`config.mk`:
```
export PLATFORM = sky130hd
export DESIGN_NAME = delay_line_ctrl_flat
export DESIGN_NICKNAME = d
export VERILOG_FILES = /design/src/rtl/delay_line_pkg.sv /design/src/rtl/delay_line_ctrl_if.sv /design/src/rtl/delay_line_ctrl.sv /design/src/flat_wrapper.sv
export SDC_FILE = /design/constraint.sdc
export NUM_CORES = 1
export LEC_CHECK = 0
export ABC_AREA = 1
export CAP_MARGIN = 20
export CORE_MARGIN = 3
export CORE_UTILIZATION = 59
export CTS_CLUSTER_SIZE = 30
export DETAILED_ROUTE_END_ITERATION = 8
export DONT_BUFFER_PORTS = 1
export GPL_TIMING_DRIVEN = 1
export HOLD_SLACK_MARGIN = 0.08
export PLACE_DENSITY = 0.79
export SYNTH_ARGS = -nofsm -noshare
export SYNTH_HDL_FRONTEND = slang
export SYNTH_SLANG_ARGS = --single-unit
export TNS_END_PERCENT = 10
```
`constraint.sdc`:
```
create_clock -name clk -period 3.37 [get_ports clk]
set_input_delay 0.1685 -clock clk [delete_from_list [all_inputs] [get_ports clk]]
set_output_delay 0.1685 -clock clk [all_outputs]
set_load 0.02 [all_outputs]
```
`src/rtl/delay_line_pkg.sv`:
```
// Shared types and constants for the delay-line flow controller.
package delay_line_pkg;

  typedef enum logic [1:0] {
    StIdle  = 2'd0,
    StFill  = 2'd1,
    StFull  = 2'd2,
    StFlush = 2'd3
  } state_e;

  localparam int unsigned DefaultDepth = 20000;
  localparam logic [7:0]  Bubble       = 8'h00;

endpackage

```
`src/rtl/delay_line_ctrl_if.sv`:
```
// Streaming, control and shift-register signals of the delay-line controller.
interface delay_line_ctrl_if
  import delay_line_pkg::*;
#(
  parameter int unsigned DEPTH = DefaultDepth,
  parameter int unsigned CW    = $clog2(DEPTH + 1)
);
  logic          hold;
  logic          clear;
  logic          flush_req;
  logic          in_valid;
  logic          in_ready;
  logic [7:0]    in_data;
  logic          out_valid;
  logic          out_ready;
  logic [7:0]    out_data;
  logic          sr_shift_en;
  logic [7:0]    sr_data_in;
  logic [7:0]    sr_data_out;
  logic [CW-1:0] occupancy;
  state_e        state;
  logic          flush_done;

  modport master (
    output hold, clear, flush_req, in_valid, in_data, out_ready,
    input  in_ready, out_valid, out_data, occupancy, state, flush_done
  );

  modport slave (
    input  hold, clear, flush_req, in_valid, in_data, out_ready, sr_data_out,
    output in_ready, out_valid, out_data, occupancy, state, flush_done, sr_shift_en, sr_data_in
  );

  modport line (
    input  sr_shift_en, sr_data_in,
    output sr_data_out
  );
endinterface

```
`src/rtl/delay_line_ctrl.sv`:
```
// Valid/ready flow controller for a DEPTH-stage shift-register delay line,
// with a bubble-injecting flush that drains the remaining valid bytes.
module delay_line_ctrl
  import delay_line_pkg::*;
#(
  parameter int unsigned DEPTH = DefaultDepth,
  parameter int unsigned CW    = $clog2(DEPTH + 1)
) (
  input logic              clk,
  input logic              rst,
  delay_line_ctrl_if.slave bus
);
  localparam logic [CW-1:0] DepthC = CW'(DEPTH);

  state_e        r_state, w_state_d;
  logic [CW-1:0] r_occ, w_occ_d;
  logic [CW-1:0] r_lead, w_lead_d;
  logic          r_flush_done, w_flush_done_d;
  logic [CW:0]   w_top;
  logic          w_full, w_top_full;
  logic          w_in_ready, w_out_valid, w_shift, w_push;

  // Valid bytes occupy stages [lead, lead+occ-1]; top is one past the block.
  assign w_top      = {1'b0, r_lead} + {1'b0, r_occ};
  assign w_full     = (r_occ == DepthC);
  assign w_top_full = (w_top == {1'b0, DepthC});

  always_comb begin
    w_state_d      = r_state;
    w_occ_d        = r_occ;
    w_lead_d       = r_lead;
    w_flush_done_d = 1'b0;
    w_in_ready     = 1'b0;
    w_out_valid    = 1'b0;
    w_shift        = 1'b0;
    w_push         = 1'b0;

    if (bus.clear) begin
      w_state_d = StIdle;
      w_occ_d   = '0;
      w_lead_d  = '0;
    end else if (!bus.hold) begin
      if (r_state == StFlush) begin
        w_out_valid = w_top_full && (r_occ != '0);
        w_shift     = !w_top_full || bus.out_ready;
        if (w_shift) begin
          w_lead_d = r_lead + 1'b1;
        end
        if (w_top_full && bus.out_ready && (r_occ != '0)) begin
          w_occ_d = r_occ - 1'b1;
        end
        if (w_occ_d == '0) begin
          w_state_d      = StIdle;
          w_lead_d       = '0;
          w_flush_done_d = 1'b1;
        end
      end else begin
        // A pop only rides along with a push, so the block stays contiguous.
        w_in_ready  = !bus.flush_req && (!w_full || bus.out_ready);
        w_out_valid = w_full && bus.in_valid && !bus.flush_req;
        w_push      = bus.in_valid && w_in_ready;
        w_shift     = w_push;
        if (w_push && !w_full) begin
          w_occ_d = r_occ + 1'b1;
        end
        if (bus.flush_req) begin
          if (r_occ == '0) begin
            w_flush_done_d = 1'b1;
          end else begin
            w_state_d = StFlush;
          end
        end else if (w_occ_d == '0) begin
          w_state_d = StIdle;
        end else if (w_occ_d == DepthC) begin
          w_state_d = StFull;
        end else begin
          w_state_d = StFill;
        end
      end
    end

    if (rst) begin
      w_in_ready  = 1'b0;
      w_out_valid = 1'b0;
      w_shift     = 1'b0;
    end
  end

  always_ff @(posedge clk or posedge rst) begin
    if (rst) begin
      r_state      <= StIdle;
      r_occ        <= '0;
      r_lead       <= '0;
      r_flush_done <= 1'b0;
    end else begin
      r_state      <= w_state_d;
      r_occ        <= w_occ_d;
      r_lead       <= w_lead_d;
      r_flush_done <= w_flush_done_d;
    end
  end

  assign bus.in_ready    = w_in_ready;
  assign bus.out_valid   = w_out_valid;
  assign bus.out_data    = bus.sr_data_out;
  assign bus.sr_shift_en = w_shift;
  assign bus.sr_data_in  = (r_state == StFlush) ? Bubble : bus.in_data;
  assign bus.occupancy   = r_occ;
  assign bus.state       = r_state;
  assign bus.flush_done  = r_flush_done;

  a_top_bound: assert property (@(posedge clk) disable iff (rst) w_top <= {1'b0, DepthC});
  a_no_underflow: assert property (@(posedge clk) disable iff (rst)
    (r_state == StFlush) |-> (r_occ != '0));
endmodule
```
`src/flat_wrapper.sv`:
```
// flat-port wrapper written by rule: the top's interface ports become plain ports
module delay_line_ctrl_flat import delay_line_pkg::*;
#(
  parameter int unsigned DEPTH = DefaultDepth,
  parameter int unsigned CW    = $clog2(DEPTH + 1)
)
  (clk, rst, bus_hold, bus_clear, bus_flush_req, bus_in_valid, bus_in_data, bus_out_ready, bus_sr_data_out, bus_in_ready, bus_out_valid, bus_out_data, bus_occupancy, bus_state, bus_flush_done, bus_sr_shift_en, bus_sr_data_in);
  delay_line_ctrl_if #(.DEPTH(DEPTH), .CW(CW)) bus_i ();
  input logic clk;
  input logic rst;
  input wire logic [$bits(bus_i.hold)-1:0] bus_hold;
  input wire logic [$bits(bus_i.clear)-1:0] bus_clear;
  input wire logic [$bits(bus_i.flush_req)-1:0] bus_flush_req;
  input wire logic [$bits(bus_i.in_valid)-1:0] bus_in_valid;
  input wire logic [$bits(bus_i.in_data)-1:0] bus_in_data;
  input wire logic [$bits(bus_i.out_ready)-1:0] bus_out_ready;
  input wire logic [$bits(bus_i.sr_data_out)-1:0] bus_sr_data_out;
  output wire logic [$bits(bus_i.in_ready)-1:0] bus_in_ready;
  output wire logic [$bits(bus_i.out_valid)-1:0] bus_out_valid;
  output wire logic [$bits(bus_i.out_data)-1:0] bus_out_data;
  output wire logic [$bits(bus_i.occupancy)-1:0] bus_occupancy;
  output wire logic [$bits(bus_i.state)-1:0] bus_state;
  output wire logic [$bits(bus_i.flush_done)-1:0] bus_flush_done;
  output wire logic [$bits(bus_i.sr_shift_en)-1:0] bus_sr_shift_en;
  output wire logic [$bits(bus_i.sr_data_in)-1:0] bus_sr_data_in;
  assign bus_i.hold = bus_hold;
  assign bus_i.clear = bus_clear;
  assign bus_i.flush_req = bus_flush_req;
  assign bus_i.in_valid = bus_in_valid;
  assign bus_i.in_data = bus_in_data;
  assign bus_i.out_ready = bus_out_ready;
  assign bus_i.sr_data_out = bus_sr_data_out;
  assign bus_in_ready = bus_i.in_ready;
  assign bus_out_valid = bus_i.out_valid;
  assign bus_out_data = bus_i.out_data;
  assign bus_occupancy = bus_i.occupancy;
  assign bus_state = bus_i.state;
  assign bus_flush_done = bus_i.flush_done;
  assign bus_sr_shift_en = bus_i.sr_shift_en;
  assign bus_sr_data_in = bus_i.sr_data_in;
  delay_line_ctrl #(.DEPTH(DEPTH), .CW(CW)) u_core (.clk(clk), .rst(rst), .bus(bus_i));
endmodule
```
* Word-level counts from Yosys, hierarchy flattened *
Index checks and enable logic that the tools add are counted.

cells by class
  add/subtract/negate cells = 4
  muxes and demuxes = 43
  equality and inequality tests = 7
  reduce and logical (&&, ||, !) cells = 21

operators with widths
  kind                     number
  $mux W15                 16
  $logic_not A15 Y1        3
  $add A15 B1 Y15 const B  2
  $eq A15 B15 Y1 const B   2
  $mux W1                  18
  $add A15 B15 Y16         1
  $eq A16 B15 Y1 const B   1
  $mux W2                  8
  $reduce_bool A15 Y1      1
  $sub A15 B1 Y15 const B  1
  $logic_and A1 B1 Y1      8
  $mux W8                  1
  $reduce_and A3 Y1        2
  $ne A4 B3 Y1 const B     1
  $logic_not A1 Y1         3
  $ne A3 B3 Y1 const B     1
  $reduce_bool A3 Y1       1
  $eq A2 B2 Y1 const B     1
  $logic_or A1 B1 Y1       2
  $ne A2 B1 Y1 const B     1
  $reduce_bool A2 Y1       1

word-level totals
  bits of input ports = 23
  logic and storage cells = 79
  flip-flop bits (word level) = 33

* Longest topological paths before layout *
  depth in word-level cells = 17
  mapped depth = 26
  mapped depth without buffers = 24

* Worst setup path before layout *
OpenSTA, ideal clock, no wires.

  kind = reg-to-reg
  from = reg u_core.r_occ[0], in the netlist u_core.bus.occupancy[0]
  to = reg u_core.r_lead[1]
  stages on the path, launching flop included = 24
  path slack = 0.074 ns
  period minus slack after synthesis = 3.296 ns
  arrival time = 3.178 ns
  buffers on the path = 2
  path through = dfrtp_1 > ha_1 > fa_1 > nor2_1 > nand3_1 > nand3b_1 > nor2_1 > nand3_1 > nor2_1 > nand3_2 > nor2_8 > buf_8 > nand3_1 > nand2_1 > nand2_1 > inv_2 > nand3_1 > nor2_1 > nand2_2 > nand3_4 > nand2_4 > buf_6 > nand2_1 > nand2_1

between the ends
  longest elaborated chain between the ends = 13

ends and longest elaborated chain
  item                               RTL line               text
  start: declaration                 delay_line_ctrl.sv:16  logic [CW-1:0] r_occ, w_occ_d;
  start signal: assignment           delay_line_ctrl.sv:97  r_occ <= w_occ_d;
  $add A15 B15 Y16                   delay_line_ctrl.sv:24  assign w_top = {1'b0, r_lead} + {1'b0, r_occ};
  $eq A16 B15 Y1                     delay_line_ctrl.sv:26  assign w_top_full = (w_top == {1'b0, DepthC});
  $logic_and A1 B1 Y1 (2 in series)  delay_line_ctrl.sv:49  if (w_top_full && bus.out_ready && (r_occ != '0)) begin
  $mux W15                           delay_line_ctrl.sv:49
  $mux W15                           delay_line_ctrl.sv:43  if (r_state == StFlush) begin
  $mux W15                           delay_line_ctrl.sv:42  end else if (!bus.hold) begin
  $mux W15                           delay_line_ctrl.sv:38  if (bus.clear) begin
  $logic_not A15 Y1                  delay_line_ctrl.sv:52  if (w_occ_d == '0) begin
  $mux W15                           delay_line_ctrl.sv:52
  $mux W15                           delay_line_ctrl.sv:43
  $mux W15                           delay_line_ctrl.sv:42
  $mux W15                           delay_line_ctrl.sv:38
  end signal: assignment             delay_line_ctrl.sv:98  r_lead <= w_lead_d;
  end: declaration                   delay_line_ctrl.sv:17  logic [CW-1:0] r_lead, w_lead_d;

Parallel ways exist; a longest one is shown, timed or not. The select of a mux whose other input is x is not followed.
A chain may end at the register's enable or synchronous reset.

* Final worst setup path *
  from = reg u_core.r_occ[0], in the netlist u_core.bus.occupancy[0]
  to = reg u_core.r_lead[4]

The elaborated chain is that of the path after synthesis.

==> flow_summary.yaml <==
status:
  status: "finished, violations left"
  failed_checks: "setup timing"
timing:
  slew_viol_final: 0
  slew_headroom: 0.520
  min_period_ps: 3440
  rsz0062_at_grt: "true"
  fin_crit_sh: 1.02
  hold_viol: 0
  worst_slew_pin_slew_ps: 714
  clock.fmax_mhz: 291
  clock_skew_ps: 20.4
  setup_viol: 15
  final.setup.tns_ps: -784
  setup_slack_ps: -71.4
clock_network:
  cts-root-buf: "clkbuf_8"
  cts_tree: "yes"
  clock_sink_count: 33
  htree_levels: 2
  cts_made_buffers: 5
  clk_latency_ps: 290
  cts.clk_slew.worst_paths_ps: 80
  clockBufferDepth: 2
drt:
  vias: 5139
  wl_met3_um: 1150
  routed-wl-met2_um: 6520
  post_drt_wl_per_cell_um: 15.0
  wl_met1_um: 5440
  ant_nets: 0
  vias_per_cell: 5.67
  highest_layer: "met4"
  drc: 0
  dr.pass1.iters: 5
  drt-initial-drc-count: 417
  postRouteWirelength_um: 13600
worst_setup_path:
  cp.required_ps: 3560
  crit_top_cell: "nand3_1"
  arrival_ps: 3630
  slowest_delay_ps: 470
  crit_chain: "ha_2 -> fa_2 -> nor2_4 -> nand3_1 -> nand3b_1 -> nor2_2 -> nand3_1 -> nor2_2 -> nand3_4 -> nor2_4 -> buf_4 -> nand4_1 -> nand2_2 -> inv_2 -> nand3_1 -> nor2_1 -> nand2_2 -> nand3_4 -> clkbuf_16 -> nand3_1 -> nand2_1"
  path_max_fanout: 7
  regToRegSetupSlack_ps: -70
  crit_type: "reg2reg"
  critical-path-top-delay-family: "simple AND/OR/NAND/NOR gates"
  slowest_stage: "fa_2"
  cp_num_buf_inv: 3
  endpoint_kind: "register"
  worst_setup_path_start_kind: "register"
worst_hold_path:
  hold_class: "in2reg"
global_route:
  grt_overflow: 0
  grt_max_degree: 35
  grt_pass1_vias: 4640
  grt_pass1_wl_um: 21600
  grt_antenna_before_repair: 0
  track_usage: 0.311
floorplanning:
  die_area_mm2: 0.00857
  floorplan.initialDensity: 0.630
  die_h_um: 92.6
  io_pins: 60
  core_mm2: 0.00702
  die_w_um: 92.6
  rows: 30
placed_design:
  post_dp_cell_area_mm2: 0.00476
  placed_cells: 889
  gp_congestion: 1.08
  io_buffers: 0
  place_hpwl_um: 10400
  preCtsSetupSlack_ps: -213
layout:
  final_layout_size_suffix_gt1_frac: 0.156
  fillerInstances: 609
  n_antenna_cell: 0
  stdcell_area_mm2: 0.00507
  num-nets-final: 851
  multiInputGateArea_mm2: 0.00314
  post-route-util: 0.722
  ff_latch_area_um2: 826
  instances_no_fill: 906
  area_growth_pct: 14.7
logic_synthesis:
  ys_seq_area_frac: 0.187
  async_flop_share: 1.00
  synth_enable_flop_cells: 0
  synthTopCellsByArea: "nand2_1 20%, dfrtp_1 19%, inv_1 8.3%"
  synth_seq_cells: 33
  yosysMostFrequentCell: "nand2_1"
  avgSynthCellArea_um2: 5.74
  synth.top_cell.area_share: 0.196
  synth.net_count: 813
  synth_warnings: 0
  synth_area_leader_cell: "nand2_1"
  syn-cell-area_mm2: 0.00442
  synth_cell_types: 40
  syn-instance-count: 771
  synthTopCellsByCount: "231 x nand2_1, 98 x inv_1, 97 x nor2_1"
  synth_ff_type: "dfrtp_1"
pwr:
  ir_worst_vdd_uv: 260
  p_leak_nw: 2.66
  cellPowerDensity_mw_per_mm2: 297
job:
  cap_violations: 0
-- cell usage in the layout (no fill, tap or decap), drive strengths merged, types with 4 or more instances in the layout --
cell,count
nand3b,6
xnor2,5
inv,111
o21ai,39
nor4,4
clkbuf,6
nor2,104
xor2,21
buf,57
a21oi,29
nand4,28
nor3,15
ha,18
nand2,236
nand3,78
dfrtp,33
-- cells by family after synthesis --
logic type                 count (synthesis)  share of synthesized area
adders and majority gates                 19                     0.0555
and+or+nand+nor                          478                      0.483
DFF                                       33                      0.187
xor gates and xnor gates                  26                     0.0515
AOI/OAI and AO/OA                         73                     0.0852
buffers and inverters                    142                      0.138
-- worst register-to-register path, cell delays in order, from the launching register on --
cell	delay, ps
dfrtp_1	390
ha_2	210
fa_2	470
nor2_4	120
nand3_1	70
nand3b_1	160
nor2_2	130
nand3_1	110
nor2_2	130
nand3_4	150
nor2_4	200
buf_4	170
nand4_1	130
nand2_2	130
inv_2	40
nand3_1	60
nor2_1	50
nand2_2	130
nand3_4	160
clkbuf_16	210
nand3_1	80
nand2_1	60
-- where the power goes --
group          total [mW]  switching, mW  internal (mW)
combinational       0.748          0.501          0.247
clock               0.301          0.158          0.143
sequential          0.457         0.0327          0.424
total                1.51          0.691          0.814
-- what timing repair did --
item	in CTS	in global routing
hold buffers	1	0
gates resized for setup	9	22
buffers inserted	0	5
pin swaps	3	6
gates cloned	2	1
endpoints found under the hold margin	33	0
endpoints found under the setup margin	18	20
-- state kept, by name, summed over array words and instances, names as in the netlist --
signal and cells:
u_core.bus.occupancy 15, u_core.r_lead 15, u_core.bus.state 2, u_core.bus.flush_done 1
-- path summary, 6_finish.rpt --
kind	from	to	cells after the start
min in group asynchronous	rst	u_core.r_lead[2]	3
worst max register to register	u_core.bus.occupancy[0]	u_core.r_lead[4]	21
max in group asynchronous	rst	u_core.bus.occupancy[6]	3
worst max-delay path	u_core.bus.occupancy[0]	u_core.r_lead[4]	21
worst min register to register	u_core.r_lead[6]	u_core.r_lead[6]	3
worst min-delay path	bus_hold	u_core.bus.flush_done	3
-- area by class of cell --
| type | count | area share |
|---|---|---|
| clock buffers | 5 | 0.0136 |
| clock inverters | 3 | 0.00345 |
| inverters | 112 | 0.0829 |
| multi-input cells | 598 | 0.620 |
| flip-flops and latches | 33 | 0.163 |
| well taps | 96 | 0.0237 |
| repair buffers | 59 | 0.0938 |
-- routing by layer --
layer,vias to the layer above,GRT usage
li1,2544,-
met1,2294,0.401
met2,264,0.531
met3,37,0.0366
met4,0,0.119
met5,-,0
-- stage by stage --
step                      hold slack, ps  power, mW
after detailed placement             190       1.15
after CTS                           96.8       1.46
after global placement               183       1.13
after floorplan                      306      0.983
after global routing                 130       1.60
final                                115       1.51
(Power assumes the default switching activity.)
